File: config.mk
export PLATFORM = sky130hd
export DESIGN_NAME = sipo_rx
export DESIGN_NICKNAME = d
export VERILOG_FILES = /design/src/rtl/sipo_rx_pkg.sv /design/src/rtl/sipo_rx_buf.sv /design/src/rtl/sipo_rx.sv
export SDC_FILE = /design/constraint.sdc
export NUM_CORES = 1
export LEC_CHECK = 0
export CORE_MARGIN = 8
export CORE_UTILIZATION = 45
export CTS_CLUSTER_SIZE = 40
export DETAILED_ROUTE_END_ITERATION = 7
export PLACE_DENSITY = 0.68
export SYNTH_ARGS = -nofsm -noshare
export SYNTH_HDL_FRONTEND = slang
export SYNTH_SLANG_ARGS = --single-unit
File: constraint.sdc
create_clock -name clk -period 1.4 [get_ports clk]
set_input_delay 0.35 -clock clk [delete_from_list [all_inputs] [get_ports clk]]
set_output_delay 0.35 -clock clk [all_outputs]
set_load 0.05 [all_outputs]
File: src/rtl/sipo_rx_pkg.sv
// -----------------------------------------------------------------------------
// sipo_rx_pkg
//   Shared definitions for the serial-in / parallel-out receiver:
//   - rx_state_t : framing FSM states
//   - START_LVL / STOP_LVL / IDLE_LVL : bit-level frame constants
//   - cnt_width  : width of the data-bit counter for a given payload size
// -----------------------------------------------------------------------------
package sipo_rx_pkg;

  typedef enum logic [1:0] {
    ST_IDLE   = 2'd0,
    ST_DATA   = 2'd1,
    ST_PARITY = 2'd2,
    ST_STOP   = 2'd3
  } rx_state_t;

  localparam logic START_LVL = 1'b1;
  localparam logic STOP_LVL  = 1'b0;
  localparam logic IDLE_LVL  = 1'b0;

  // The counter must be able to hold DATA_W itself, hence the +1.
  function automatic int cnt_width(input int data_w);
    return $clog2(data_w + 1);
  endfunction

endpackage

File: src/rtl/sipo_rx_buf.sv
// -----------------------------------------------------------------------------
// sipo_rx_buf
//   One-entry valid/ready output register for the receiver, plus overrun
//   detection.
//
//   clk        : clock, rising edge
//   reset      : asynchronous reset, active low
//   load_req   : a good frame completes this cycle
//   load_data  : payload of that frame
//   err_clr    : synchronous clear of the overrun flag
//   data_ready : consumer accepts the word when data_valid is also high
//   data_out   : held payload
//   data_valid : data_out holds an unconsumed word
//   overrun    : sticky, a good frame arrived while the entry was still full
// -----------------------------------------------------------------------------
module sipo_rx_buf #(
  parameter int DATA_W = 4
) (
  input  logic              clk,
  input  logic              reset,
  input  logic              load_req,
  input  logic [DATA_W-1:0] load_data,
  input  logic              err_clr,
  input  logic              data_ready,
  output logic [DATA_W-1:0] data_out,
  output logic              data_valid,
  output logic              overrun
);

  logic accept;
  logic can_load;

  // The entry can take a new word when it is empty or is being drained
  // on this very edge; the latter lets a handshake and a new frame coincide.
  assign accept   = data_valid && data_ready;
  assign can_load = !data_valid || data_ready;

  always_ff @(posedge clk or negedge reset) begin
    if (!reset) begin
      data_out   <= '0;
      data_valid <= 1'b0;
    end else if (load_req && can_load) begin
      data_out   <= load_data;
      data_valid <= 1'b1;
    end else if (accept) begin
      data_valid <= 1'b0;
    end
  end

  // A dropped word sets overrun; setting wins over a same-cycle clear.
  always_ff @(posedge clk or negedge reset) begin
    if (!reset) begin
      overrun <= 1'b0;
    end else if (load_req && !can_load) begin
      overrun <= 1'b1;
    end else if (err_clr) begin
      overrun <= 1'b0;
    end
  end

endmodule

File: src/rtl/sipo_rx.sv
// -----------------------------------------------------------------------------
// sipo_rx
//   Serial-in / parallel-out frame receiver. Frame, LSB first:
//   start(1), DATA_W data bits, optional even-parity bit, stop(0).
//   One bit is taken per rising edge with sample_en high.
//
//   clk        : clock, rising edge
//   reset      : asynchronous reset, active low
//   serial_in  : serial line, idle level 0
//   sample_en  : qualifies serial_in; all framing state holds when low
//   data_out   : last accepted payload
//   data_valid : data_out holds an unconsumed word
//   data_ready : consumer handshake
//   frame_err  : sticky, stop bit sampled as 1
//   parity_err : sticky, parity mismatch
//   overrun    : sticky, good frame dropped because the buffer was full
//   err_clr    : synchronous clear of the three sticky flags
// -----------------------------------------------------------------------------
module sipo_rx
  import sipo_rx_pkg::*;
#(
  parameter int DATA_W    = 4,
  parameter int PARITY_EN = 1
) (
  input  logic              clk,
  input  logic              reset,
  input  logic              serial_in,
  input  logic              sample_en,
  output logic [DATA_W-1:0] data_out,
  output logic              data_valid,
  input  logic              data_ready,
  output logic              frame_err,
  output logic              parity_err,
  output logic              overrun,
  input  logic              err_clr
);

  localparam int CNT_W = cnt_width(DATA_W);

  rx_state_t         state;
  rx_state_t         state_nxt;
  logic [CNT_W-1:0]  bit_cnt;
  logic [DATA_W-1:0] shift_reg;
  logic              par_acc;

  logic stop_sample;
  logic stop_bad;
  logic par_bad;
  logic good_frame;

  // The frame is judged on the edge that samples its stop bit. par_acc
  // already holds the XOR of the data bits and the parity bit by then.
  assign stop_sample = sample_en && (state == ST_STOP);
  assign stop_bad    = (serial_in != STOP_LVL);
  assign par_bad     = (PARITY_EN != 0) ? par_acc : 1'b0;
  assign good_frame  = stop_sample && !stop_bad && !par_bad;

  always_ff @(posedge clk or negedge reset) begin
    if (!reset) begin
      state <= ST_IDLE;
    end else begin
      state <= state_nxt;
    end
  end

  // Next-state: nothing moves on an edge where sample_en is low.
  // STOP always returns to IDLE so a start bit can follow immediately.
  always_comb begin
    state_nxt = state;
    if (sample_en) begin
      unique case (state)
        ST_IDLE: begin
          if (serial_in == START_LVL) begin
            state_nxt = ST_DATA;
          end
        end
        ST_DATA: begin
          if (bit_cnt == CNT_W'(DATA_W - 1)) begin
            state_nxt = (PARITY_EN != 0) ? ST_PARITY : ST_STOP;
          end
        end
        ST_PARITY: state_nxt = ST_STOP;
        ST_STOP:   state_nxt = ST_IDLE;
        default:   state_nxt = ST_IDLE;
      endcase
    end
  end

  // Data bits enter at the MSB and shift right, so the first bit ends up
  // in bit 0 after DATA_W samples.
  always_ff @(posedge clk or negedge reset) begin
    if (!reset) begin
      bit_cnt   <= '0;
      shift_reg <= '0;
      par_acc   <= 1'b0;
    end else if (sample_en) begin
      unique case (state)
        ST_IDLE: begin
          if (serial_in == START_LVL) begin
            bit_cnt <= '0;
            par_acc <= 1'b0;
          end
        end
        ST_DATA: begin
          shift_reg <= {serial_in, shift_reg[DATA_W-1:1]};
          bit_cnt   <= bit_cnt + CNT_W'(1);
          par_acc   <= par_acc ^ serial_in;
        end
        ST_PARITY: begin
          par_acc <= par_acc ^ serial_in;
        end
        default: begin
          bit_cnt <= bit_cnt;
        end
      endcase
    end
  end

  // Framing error flags; a new error wins over a same-cycle clear.
  always_ff @(posedge clk or negedge reset) begin
    if (!reset) begin
      frame_err  <= 1'b0;
      parity_err <= 1'b0;
    end else begin
      if (stop_sample && stop_bad) begin
        frame_err <= 1'b1;
      end else if (err_clr) begin
        frame_err <= 1'b0;
      end
      if (stop_sample && par_bad) begin
        parity_err <= 1'b1;
      end else if (err_clr) begin
        parity_err <= 1'b0;
      end
    end
  end

  sipo_rx_buf #(
    .DATA_W (DATA_W)
  ) u_buf (
    .clk        (clk),
    .reset      (reset),
    .load_req   (good_frame),
    .load_data  (shift_reg),
    .err_clr    (err_clr),
    .data_ready (data_ready),
    .data_out   (data_out),
    .data_valid (data_valid),
    .overrun    (overrun)
  );

endmodule

; Yosys cells after proc, flatten, opt, wreduce, memory -nomap -nowiden
; Cells that the tools add are included.
; W data, S select, Z words.
[word_totals]
wordCells = 55
out_inout_bits = 8
in_bits = 6
reg_bits = 18
[classes]
reduce_logical = 25
add_sub_neg = 1
eq_ne = 6
muxes = 13
bitwise = 1
[op_table]
columns = cell, n
row1 = $reduce_bool A2 Y1, 6
row2 = $reduce_and A3 Y1, 3
row3 = $logic_and A1 B1 Y1, 8
row4 = $pmux W2 S4, 1
row5 = $mux W1, 7
row6 = $pmux W3 S2, 1
row7 = $eq A2 B2 Y1 const B, 2
row8 = $logic_not A1 Y1, 4
row9 = $mux W2, 2
row10 = $ne A2 B2 Y1 const B, 2
row11 = $add A3 B1 Y3 const B, 1
row12 = $eq A3 B2 Y1 const B, 1
row13 = $mux W3, 1
row14 = $eq A2 B1 Y1 const B, 1
row15 = $logic_not A2 Y1, 1
row16 = $pmux W1 S2, 1
row17 = $reduce_and A2 Y1, 1
row18 = $reduce_or A2 Y1, 1
row19 = $logic_or A1 B1 Y1, 1
row20 = $xor A1 B1 Y1, 1

; Depth between registers and ports, before layout
; Gate-level depths: netlist of run 1.
[depth]
ltp_word = 6
mapped_depth = 5
mapped_depth_nobuf = 5

; Hierarchy
; From an unflattened synthesis of run 1, not the netlist that was laid out.
[unflattened]
hier_cells = 67
area_unflattened_um2 = 864.6
[modules_own_cells]
columns = module, area_per_inst_um2, instances, cells_each, seq_area_each_um2
row1 = sipo_rx, 611.8, 1, 51, 300.3
row2 = sipo_rx_buf, 252.7, 1, 16, 150.1

; Worst setup path after synthesis of run 1
; OpenSTA, ideal clock, no wires.
[synth_timing]
path_kind = register to register
startpoint = register state[0]
endpoint = register state[1]
setup_ns = 0.128
slack_ns = -0.047
synth_period_minus_slack_ns = 1.447
n_path_buf = 0
stages_incl_launch_ff = 6
t_required_ns = 1.272
arrival_time_ns = 1.319
cell_sequence = dfrtp_1 inv_1 ha_1 inv_1 o221ai_2 mux2_1
[synth_via]
elab_chain_cells = 3
elab_cells_between_ends = 8
classes_between = eq/ne (5) / mux (1) / reduce/logical (2)
[synth_rtl]
columns = item, line_no
row1 = from (decl), sipo_rx.sv:40  ; rx_state_t state;
row2 = from (signal assigned), sipo_rx.sv:62  ; state <= state_nxt;
row3 = $eq A2 B1 Y1 or $logic_not A2 Y1 (tied branches), sipo_rx.sv:71  ; unique case (state)
row4 = $ne A2 B2 Y1 (no line), --
row5 = $reduce_and A3 Y1 (no line), --
; Several ways; a longest one is shown, not always the timed one.
; A chain may end at the register's enable or synchronous reset.

; Worst setup path in the final report of run 1
[layout_timing]
startpoint = register bit_cnt[1]
endpoint = register bit_cnt[2]
[layout_via]
elab_chain_cells = 2
[layout_rtl]
columns = item, line_no
row1 = from (decl), sipo_rx.sv:42  ; logic [CNT_W-1:0] bit_cnt;
row2 = from (signal assigned), sipo_rx.sv:106  ; bit_cnt <= bit_cnt + CNT_W'(1);
row3 = from (signal assigned), sipo_rx.sv:113  ; bit_cnt <= bit_cnt;
row4 = $add A3 B1 Y3, sipo_rx.sv:106
row5 = $pmux W3 S2, sipo_rx.sv:97  ; unique case (state)
; No other way between the ends.

==> results.ini, run 1 <==
[yosys]
ys_seq_area_share_pct=48.9
ys_ff_latch=18
synth.yosys.warnings=0
synth_area_sq_um=921
synth_area_per_cell_sq_um=12.4
synthCells=74
syn_nets=86
ys_types=28

[sta]
slew_viol_final=0
fmax_ghz=0.706
finalCriticalPeriod_ns=1.42
min_period_over_period_pct=101
worst_pin_slew_ns=0.369
setup_slack_ns=-0.0172
clock_skew_ns=0.00180
slew_headroom_pct=75.4
finalSetupViolations=1
hold_viol=0
grt_setup_unrepaired=true
whs_ns=0.397

[floorplanning]
core_area_sq_mm=0.00194
die_w_microns=61.2
ios=14
start_util_pct=47.4
std_cell_rows=16
dieArea_sq_mm=0.00375
die_h_microns=61.2

[detailed_routing]
vias=665
drtIter0Drc=10
wl_met3_microns=98
drt_wl_total_microns=1890
first_pass_iters=4
drt-met1-wl_microns=802
viasPerCell=5.12
wl_per_cell_microns=14.5
routed.top_layer=met4
drtAntennaViolNets=0
drc=0
dr_wl_met2_microns=932

[critical_path]
cp_cell_sequence=ha_2 -> ha_4 -> nand3b_1 -> a21oi_2 -> a221o_1
worstSetupStartpointType=flop
r2r_setup_slack_ns=-0.02
path_buf_inv=0
critical-path-max-stage-delay_ns=0.41
crit_required_ns=1.58
cp-end-kind=flop
crit_family=adder cells
crit_type=reg2reg
path_max_fanout=2
arrival_ns=1.60
cp_slowest_cell=dfrtp_1

[finish]
antenna_cells=0
layout_commonest_cell=dfrtp_1
final_cell_mix=18 x dfrtp_1, 13 x buf_4, 8 x buf_12
drive_above_1_share_pct=44.7
areaGrowthSynthToFinish_pct=46.7
nets=116

[placed_design]
io_buffers=13
dpl.hpwl_microns=1470
gp_congestion=0.791

[power]
p_leak_nw=0.626
ir_drop_mv=1.41
p_total_mw=3.08
powerDensity_mw_per_mm2=2280

[grt]
grt_pass1_wl_microns=3310
grt_antenna_before_repair=0
grt_start_max_net_pins=19
grt.overflow.total=0
grt_usage_pct=12.4
grt_pass1_vias=720

[clock_network]
insertion_delay_ns=0.29
cts_hold_buf=0
cts_tree=done
clock-sinks=18
cts.clk_slew.worst_paths_ns=0.10
htreeDepth=1
clockRootBuffer=clkbuf_4
numCtsBuffers=3
clk_path_buf_depth=2

[flow_run]
cap_violations=0

[run_status]
status=finished with violations
violations=negative setup slack

[hold_path]
hold_path.class=in2async

[synthesized netlist by cell type (all sizes together)]
master	n	area [sq um]
a21oi	2	10.0
a221o	2	20.0
a22o	1	8.76
a32o	2	20.0
and2	1	8.76
and3	1	6.26
buf	1	7.51
dfrtp	18	450
ha	6	75.1
inv	7	26.3
mux2	9	116
mux2i	2	20.0
nand2	2	10.0
nand2b	3	21.3
nand3	3	15.0
nand3b	1	7.51
nand4	1	21.3
nor2	5	26.3
nor2b	1	6.26
o21ai	4	20.0
o221ai	1	15.0
o2bb2ai	1	8.76
[metal layers]
layer  up-vias  track usage, %
met5         -               0
met4         0            6.98
met3         7            4.38
met2        11            20.7
met1       324            13.2
li1        323               -
[stage by stage]
stage	setup TNS, ns	instance area, sq um	util [%]	cells	worst slack, ns
2_1_floorplan	0	946	-	74	0.0132
3_3_place_gp	-3.53	1270	65.5	125	-0.317
3_5_place_dp	-3.79	1270	65.5	125	-0.342
4_1_cts	-0.00950	1330	68.7	130	-0.00950
5_1_grt	-0.0402	1350	69.6	130	-0.0402
6_report	-0.0172	1350	69.6	130	-0.0172
[final cells by class]
class / count / area (sq um)
well taps: 27 / 33.8
fillers: 143 / 591
repair buffers: 26 / 307
multi-input cells: 48 / 498
flip-flops and latches: 18 / 450
clock buffers: 4 / 36.3
inverters: 7 / 26.3
[report_power, final]
group          switching, mW  total, mW  internal (mW)
Combinational          0.832       1.80          0.972
Sequential             0.215      0.959          0.744
Clock                  0.161      0.320          0.159
Total                   1.21       3.08           1.87
[worst reg2reg max path, cell delays in order (launching register included)]
cell      delay, ns
dfrtp_1        0.41
ha_2           0.20
ha_4           0.25
nand3b_1       0.11
a21oi_2        0.07
a221o_1        0.27
[kinds of logic after synthesis]
| kind of cell | count (synthesis) | share of synthesized area [%] |
|---|---|---|
| muxes | 11 | 14.8 |
| buffers and inverters | 8 | 3.67 |
| DFF | 18 | 48.9 |
| and+or+nand+nor | 18 | 13.3 |
| adders and majority gates | 6 | 8.15 |
| AOI/OAI and AO/OA | 13 | 11.1 |
[timing repair]
action / 4_1_cts / 5_1_grt
resized for setup: 5 / 3
buffers inserted: 1 / 0
pin swaps: 2 / 2
endpoints found under the setup margin: 7 / 5
[path summary, 6_finish.rpt]
check | startpoint | cells past startpoint | to
setup / recovery | bit_cnt[1]$_DFFE_PN0P_ | 5 | bit_cnt[2]$_DFFE_PN0P_
hold / removal | reset | 2 | u_buf.data_out[1]$_DFFE_PN0P_
setup reg to reg | bit_cnt[1]$_DFFE_PN0P_ | 5 | bit_cnt[2]$_DFFE_PN0P_
hold reg to reg | shift_reg[0]$_DFFE_PN0P_ | 1 | shift_reg[0]$_DFFE_PN0P_
max in group asynchronous | reset | 2 | bit_cnt[1]$_DFFE_PN0P_
min in group clk | shift_reg[0]$_DFFE_PN0P_ | 1 | shift_reg[0]$_DFFE_PN0P_
Note: power is estimated with default switching activity, not from simulation.
==> run 2: changes to the inputs <==
--- a/config.mk
+++ b/config.mk
@@ -9,7 +9,7 @@
 export CORE_UTILIZATION = 45
 export CTS_CLUSTER_SIZE = 40
 export DETAILED_ROUTE_END_ITERATION = 7
-export PLACE_DENSITY = 0.68
+export PLACE_DENSITY = 0.69
 export SYNTH_ARGS = -nofsm -noshare
 export SYNTH_HDL_FRONTEND = slang
 export SYNTH_SLANG_ARGS = --single-unit
==> run 2 against run 1 <==
Against the previous run:
- the run still ends with negative setup slack left
- via count unchanged
- worst hold slack got worse by 0.024 ns
- count of clock-buffer cells in the layout unchanged
- fmax decreased by 1.6%
- first-iteration DRC count increased by 40%
==> results.ini, run 2 (synthesis results as in run 1) <==
[sta]
finalCriticalPeriod_ns=1.44  ; +0.0236 ns
grt_setup_unrepaired=true
hold_viol=0  ; unchanged
finalSetupViolations=1  ; unchanged
fmax_ghz=0.694  ; -1.6%
slew_headroom_pct=76.1  ; +0.75 points
min_period_over_period_pct=103  ; +1.7 points
setup_slack_ns=-0.0408  ; -0.0236 ns
worst_pin_slew_ns=0.358  ; -0.0112 ns
slew_viol_final=0  ; unchanged
clock_skew_ns=0.00696  ; +0.00516 ns

[floorplanning]
die_h_microns=61.2  ; unchanged
std_cell_rows=16  ; unchanged
core_area_sq_mm=0.00194  ; unchanged
start_util_pct=47.4  ; unchanged
ios=14  ; unchanged
dieArea_sq_mm=0.00375  ; unchanged
die_w_microns=61.2  ; unchanged

[power]
p_total_mw=3.14  ; +1.7%
powerDensity_mw_per_mm2=2310  ; +1.2%
p_leak_nw=0.627  ; +0.12%
ir_drop_mv=1.38  ; -2.2%

[clock_network]
insertion_delay_ns=0.30  ; about the same
clock-sinks=18  ; unchanged
numCtsBuffers=3  ; unchanged
clk_path_buf_depth=2  ; unchanged
cts_hold_buf=0  ; unchanged
cts.clk_slew.worst_paths_ns=0.10  ; about the same
htreeDepth=1  ; unchanged
cts_tree=done
clockRootBuffer=clkbuf_4

[finish]
antenna_cells=0  ; unchanged
postLayoutCoreUtil_pct=70.0  ; +0.39 points
areaGrowthSynthToFinish_pct=47.6
drive_above_1_share_pct=45.6  ; +0.97 points
final_cell_mix=17 x dfrtp_1, 12 x buf_4, 8 x buf_12
layout_commonest_cell=dfrtp_1
nets=116  ; unchanged
instances_no_fill=130  ; unchanged

[critical_path]
critical-path-max-stage-delay_ns=0.41  ; about the same
cp_cell_sequence=ha_2 -> ha_4 -> nand3b_1 -> a21oi_2 -> a221o_1
arrival_ns=1.63  ; +0.03 ns
path_buf_inv=0  ; unchanged
cp-startpoint=bit_cnt[1]$_DFFE_PN0P_
r2r-start=bit_cnt[1]$_DFFE_PN0P_
crit_type=reg2reg
worstSetupStartpointType=flop
crit_required_ns=1.59  ; about the same
crit_family=adder cells
path_max_fanout=2  ; unchanged
cp-end-kind=flop
cp_slowest_cell=dfrtp_1

[placed_design]
dpl.hpwl_microns=1480  ; +0.39%
gp_congestion=0.812  ; +2.8%
io_buffers=13  ; unchanged
placed_cells=126  ; +0.80%

[detailed_routing]
first_pass_iters=5  ; +1
drtIter0Drc=14  ; +4
vias=665  ; unchanged
drt_wl_total_microns=1920  ; +1.6%
drtAntennaViolNets=0  ; unchanged
wl_per_cell_microns=14.8  ; +1.6%
drc=0  ; unchanged
viasPerCell=5.12  ; unchanged

[grt]
grt_pass1_vias=704  ; -2.2%
grt_usage_pct=11.7  ; -0.72 points
grt_pass1_wl_microns=3170  ; -4.4%
grt.overflow.total=0  ; unchanged
grt_antenna_before_repair=0  ; unchanged
grt_start_max_net_pins=19  ; unchanged

[run_status]
status=finished with violations
violations=negative setup slack

[hold_path]
hold_path.class=in2async

[flow_run]
cap_violations=0  ; unchanged

[run 2: cell count changes in the layout (fill, tap and decap cells not counted)]
| cell | previous run | this run |
|---|---|---|
| buf_6 | 0 | 1 |
| dfrtp_1 | 18 | 17 |
| inv_4 | 0 | 1 |
| dfrtp_2 | 0 | 1 |
| buf_4 | 13 | 12 |
| inv_2 | 4 | 3 |
[run 2: per-layer routing]
layer  vias up  track usage [%]  part of all wire [%]
met4         0             4.65                   1.2
met3         5             5.85                   6.4
met2        13             20.1                    53
li1        322                -                     -
met5         -                0                     0
met1       325             11.7                    40
[run 2: timing repair]
action	in CTS	in global routing
pin swaps	4	1
setup endpoints to repair	6	8
resized for setup	5	6
buffers inserted	0	0
[run 2: path summary, 6_finish.rpt]
| path | end | slack [ns] | cells past startpoint |
|---|---|---|---|
| worst min-delay path | shift_reg[3]$_DFFE_PN0P_ | 0.37 | 2 |
| min in group clk | shift_reg[0]$_DFFE_PN0P_ | 0.53 | 1 |
| worst max-delay path | bit_cnt[2]$_DFFE_PN0P_ | -0.04 | 5 |
| worst min register to register | shift_reg[0]$_DFFE_PN0P_ | 0.53 | 1 |
| worst max register to register | bit_cnt[2]$_DFFE_PN0P_ | -0.04 | 5 |
| max in group asynchronous | state[0]$_DFFE_PN0P_ | 0.82 | 2 |
[run 2: stage by stage]
stage	worst slack, ns	instance area, sq um	hold slack [ns]	TNS (ns)
6_report	-0.0408	1360	0.373	-0.0408
3_5_place_dp	-0.347	1280	0.504	-3.75
4_1_cts	0.00178	1340	0.379	0
5_1_grt	-0.105	1360	0.398	-0.135
2_1_floorplan	0.0132	946	0.0544	0
3_3_place_gp	-0.325	1280	0.499	-3.62
[run 2: where the power goes]
group / total [mW] / switching (mW) / internal (mW)
combinational: 1.85 / 0.854 / 0.993
clock: 0.322 / 0.163 / 0.159
sequential: 0.966 / 0.220 / 0.746
[run 2: final cells by class]
cell class	instances	area, sq um
sequential	18	452
multi-input combinational	48	498
inverter	7	28.8
timing repair buffer	26	310
fill	148	583
tap	27	33.8
clock buffer	4	36.3
==> run 3: changes to the inputs <==
--- a/config.mk
+++ b/config.mk
@@ -9,7 +9,9 @@
 export CORE_UTILIZATION = 45
 export CTS_CLUSTER_SIZE = 40
 export DETAILED_ROUTE_END_ITERATION = 7
-export PLACE_DENSITY = 0.69
+export PLACE_DENSITY = 0.7
 export SYNTH_ARGS = -nofsm -noshare
 export SYNTH_HDL_FRONTEND = slang
+export SYNTH_HIERARCHICAL = 1
 export SYNTH_SLANG_ARGS = --single-unit
+export TNS_END_PERCENT = 20
==> run 3 against run 2 <==
Against the previous run:
- the flow now finishes without violations
- worst hold slack improved by 0.012 ns
- synthesized area decreased by 6.1%
- via count decreased by 14%
- fmax increased by 3.8%
- register-to-register slack improved by 0.05 ns
- count of clock-buffer cells in the layout decreased by 1
- clock power decreased by 23%
- cell count decreased by 7.7%
- wire length decreased by 15%
- largest power group unchanged
==> results.ini, run 3 <==
[run_status]
status=finished clean

[yosys]
synth_commonest_cells=18 x dfrtp_1, 8 x inv_1, 6 x ha_1
synth-xor-area-share_pct=0  ; unchanged
synthAdderAreaFrac_pct=8.68  ; +0.53 points
yosysMostFrequentCell=dfrtp_1
synth_area_per_cell_sq_um=12.9  ; +3.7%
synth_top_family_by_area=multiplexers
muxShareOfSynthArea_pct=16.4  ; +1.5 points
synthCells=67  ; -9.5%
synth_largest_area_cell=dfrtp_1
ys_seq_area_share_pct=52.1  ; +3.2 points
synth-compound-area-share_pct=7.38  ; -3.8 points
synth.top_cells.by_area=dfrtp_1 52%, ha_1 8.7%, mux2_4 8.7%, mux2_1 5.2%, inv_1 3.5%
yosys.area_share.simple_pct=12.0  ; -1.3 points
synth_top_cell_area_share_pct=52.1  ; +3.2 points
ys_types=23  ; -18%
async_flop_share_pct=100  ; unchanged
synth.yosys.warnings=6  ; +6
syn_nets=79  ; -8.1%
synth_edf_count=0  ; unchanged
synth_area_sq_um=865  ; -6.1%
yosys_most_used_dff=dfrtp_1
ys_ff_latch=18  ; unchanged

[clock_network]
clk_path_buf_depth=2  ; unchanged
cts.clk_slew.worst_paths_ns=0.10  ; about the same
clockRootBuffer=clkbuf_4
clock-sinks=18  ; unchanged
cts_tree=done
insertion_delay_ns=0.29  ; about the same
cts_hold_buf=0  ; unchanged
numCtsBuffers=3  ; unchanged
htreeDepth=1  ; unchanged

[finish]
num-fill-cells=144  ; -2.7%
areaGrowthSynthToFinish_pct=43.1
final_cell_mix=18 x dfrtp_1, 10 x buf_4, 8 x inv_1, 8 x buf_12
nets=107  ; -7.8%
layout_commonest_cell=dfrtp_1
drive_above_1_share_pct=40.9  ; -4.8 points
antenna_cells=0  ; unchanged

[floorplanning]
core_area_sq_mm=0.00188  ; -3.1%
die_h_microns=59.8  ; -2.3%
ios=14  ; unchanged
start_util_pct=45.9  ; -1.5 points
dieArea_sq_mm=0.00358  ; -4.5%
die_w_microns=59.8  ; -2.3%
std_cell_rows=16  ; unchanged

[critical_path]
critical-path-max-stage-delay_ns=0.43  ; +0.02 ns
cp-end-kind=flop
cp_cell_sequence=inv_1 -> ha_4 -> nand2b_4 -> and3_1 -> mux2_2
crit_type=reg2reg
cp_slowest_cell=dfrtp_1
worstSetupStartpointType=flop
crit_required_ns=1.58  ; about the same
path_max_fanout=4  ; +2
arrival_ns=1.57  ; -0.06 ns

[detailed_routing]
first_pass_iters=3  ; -2
vias=571  ; -14%
drc=0  ; unchanged
wl_met3_microns=92  ; -25%
drt-met1-wl_microns=753  ; -1.4%
viasPerCell=4.76  ; -7.0%
drt_wl_total_microns=1630  ; -15%
drtAntennaViolNets=0  ; unchanged
dr_wl_met2_microns=768  ; -24%
wl_per_cell_microns=13.6  ; -7.9%
drtIter0Drc=7  ; -7
routed.top_layer=met4

[sta]
fmax_ghz=0.720  ; +3.8%
fin_setup_tns_ns=0  ; +0.0408 ns
grt_setup_unrepaired=true
finalSetupViolations=0  ; -1
clock_skew_ns=0.00256  ; -0.00440 ns
finalCriticalPeriod_ns=1.39  ; -0.0524 ns
min_period_over_period_pct=99.2  ; -3.7 points
slew_headroom_pct=83.0  ; +6.9 points
hold_viol=0  ; unchanged
slew_viol_final=0  ; unchanged
worst_pin_slew_ns=0.253  ; -0.104 ns

[power]
p_sw_mw=1.00  ; -19%
power_switching_share_pct=38.3  ; -1.2 points
powerDensity_mw_per_mm2=2120  ; -8.2%
internal_power_mw=1.62  ; -15%
p_total_mw=2.62  ; -16%
p_seq_share_pct=35.5  ; +4.7 points
p_clk_share_pct=9.5  ; -0.8 points
ir_drop_mv=1.22  ; -12%
p_leak_nw=0.591  ; -5.7%
comb_power_share_pct=55.0  ; -3.9 points

[placed_design]
gp_congestion=0.729  ; -10%
dpl.hpwl_microns=1260  ; -15%
io_buffers=13  ; unchanged

[grt]
grt_antenna_before_repair=0  ; unchanged
grt_usage_pct=9.97  ; -1.7 points
grt_pass1_vias=634  ; -9.9%
grt_start_max_net_pins=19  ; unchanged
grt.overflow.total=0  ; unchanged
grt_pass1_wl_microns=2700  ; -15%

[flow_run]
cap_violations=0  ; unchanged

[hold_path]
hold_path.class=in2async

run 3: logic make-up (layout without fill, tap and decap cells):
family | after synthesis | in the layout
flip-flops | 18 | 18
AND/OR/NAND/NOR | 15 | 15
multiplexers | 11 | 11
AO/OA/AOI/OAI | 9 | 9
buffers and inverters | 8 | 34
adder cells (fa/ha/maj) | 6 | 6
run 3: worst max-delay path: cells and delay by family (launching register included):
kind | cells | cell delay [ns]
buffers and inverters | 1 | 0.14
adder cells (fa/ha/maj) | 1 | 0.19
AND/OR/NAND/NOR | 2 | 0.26
multiplexers | 1 | 0.26
flip-flops | 1 | 0.43
run 3: layout make-up:
class / instances / area, sq um / share of cell area [%]
Sequential cell: 18 / 450 / 36.4
Multi-Input combinational cell: 41 / 415 / 33.6
Timing Repair Buffer: 23 / 285 / 23.1
Tap cell: 27 / 33.8 / 2.73
Inverter: 8 / 30.0 / 2.43
Clock buffer: 3 / 22.5 / 1.82
run 3: final timing paths:
kind | startpoint | endpoint | slack [ns] | cells past startpoint
max in group asynchronous | reset | u_buf/overrun$_DFFE_PN0P_ | 0.82 | 2
worst max-delay path | state[0]$_DFFE_PN0P_ | bit_cnt[0]$_DFFE_PN0P_ | 0.01 | 5
worst min-delay path | reset | state[1]$_DFFE_PN0P_ | 0.39 | 2
worst max register to register | state[0]$_DFFE_PN0P_ | bit_cnt[0]$_DFFE_PN0P_ | 0.01 | 5
worst min register to register | bit_cnt[2]$_DFFE_PN0P_ | bit_cnt[2]$_DFFE_PN0P_ | 0.51 | 1
min in group clk | bit_cnt[2]$_DFFE_PN0P_ | bit_cnt[2]$_DFFE_PN0P_ | 0.51 | 1
run 3: routing by layer:
metal / up-vias / global-route usage [%]
met3: 2 / 3.44
met5: - / 0
li1: 279 / -
met4: 0 / 4.08
met1: 278 / 11.8
met2: 12 / 16.0
run 3: what timing repair did:
action | 4_1_cts | 5_1_grt
endpoints found under the hold margin | 0 | 0
setup endpoints to repair | 6 | 10
resized for setup | 3 | 3
cloned | 0 | 0
pin swaps | 1 | 0
buffers inserted | 0 | 1
run 3: power groups by stage:
stage	logic [mW]	registers (mW)	clock network, mW
finish	1.44	0.931	0.249
global route	1.54	0.958	0.280
CTS	1.37	0.931	0.255
detailed placement	1.35	0.935	0
global placement	1.31	0.924	0
floorplan	0.556	1.12	0
run 3: per-stage QoR:
step / hold WS (ns) / setup WS [ns] / area, sq um / std cells / util (%)
5_1_grt: 0.396 / -0.0433 / 1240 / 120 / 65.8
4_1_cts: 0.397 / 0.00992 / 1210 / 119 / 64.6
2_1_floorplan: 0.0544 / 0.0428 / 870 / 67 / -
6_report: 0.385 / 0.0115 / 1240 / 120 / 65.8
3_5_place_dp: 0.487 / -0.274 / 1180 / 116 / 62.8
3_3_place_gp: 0.481 / -0.249 / 1180 / 116 / 62.8
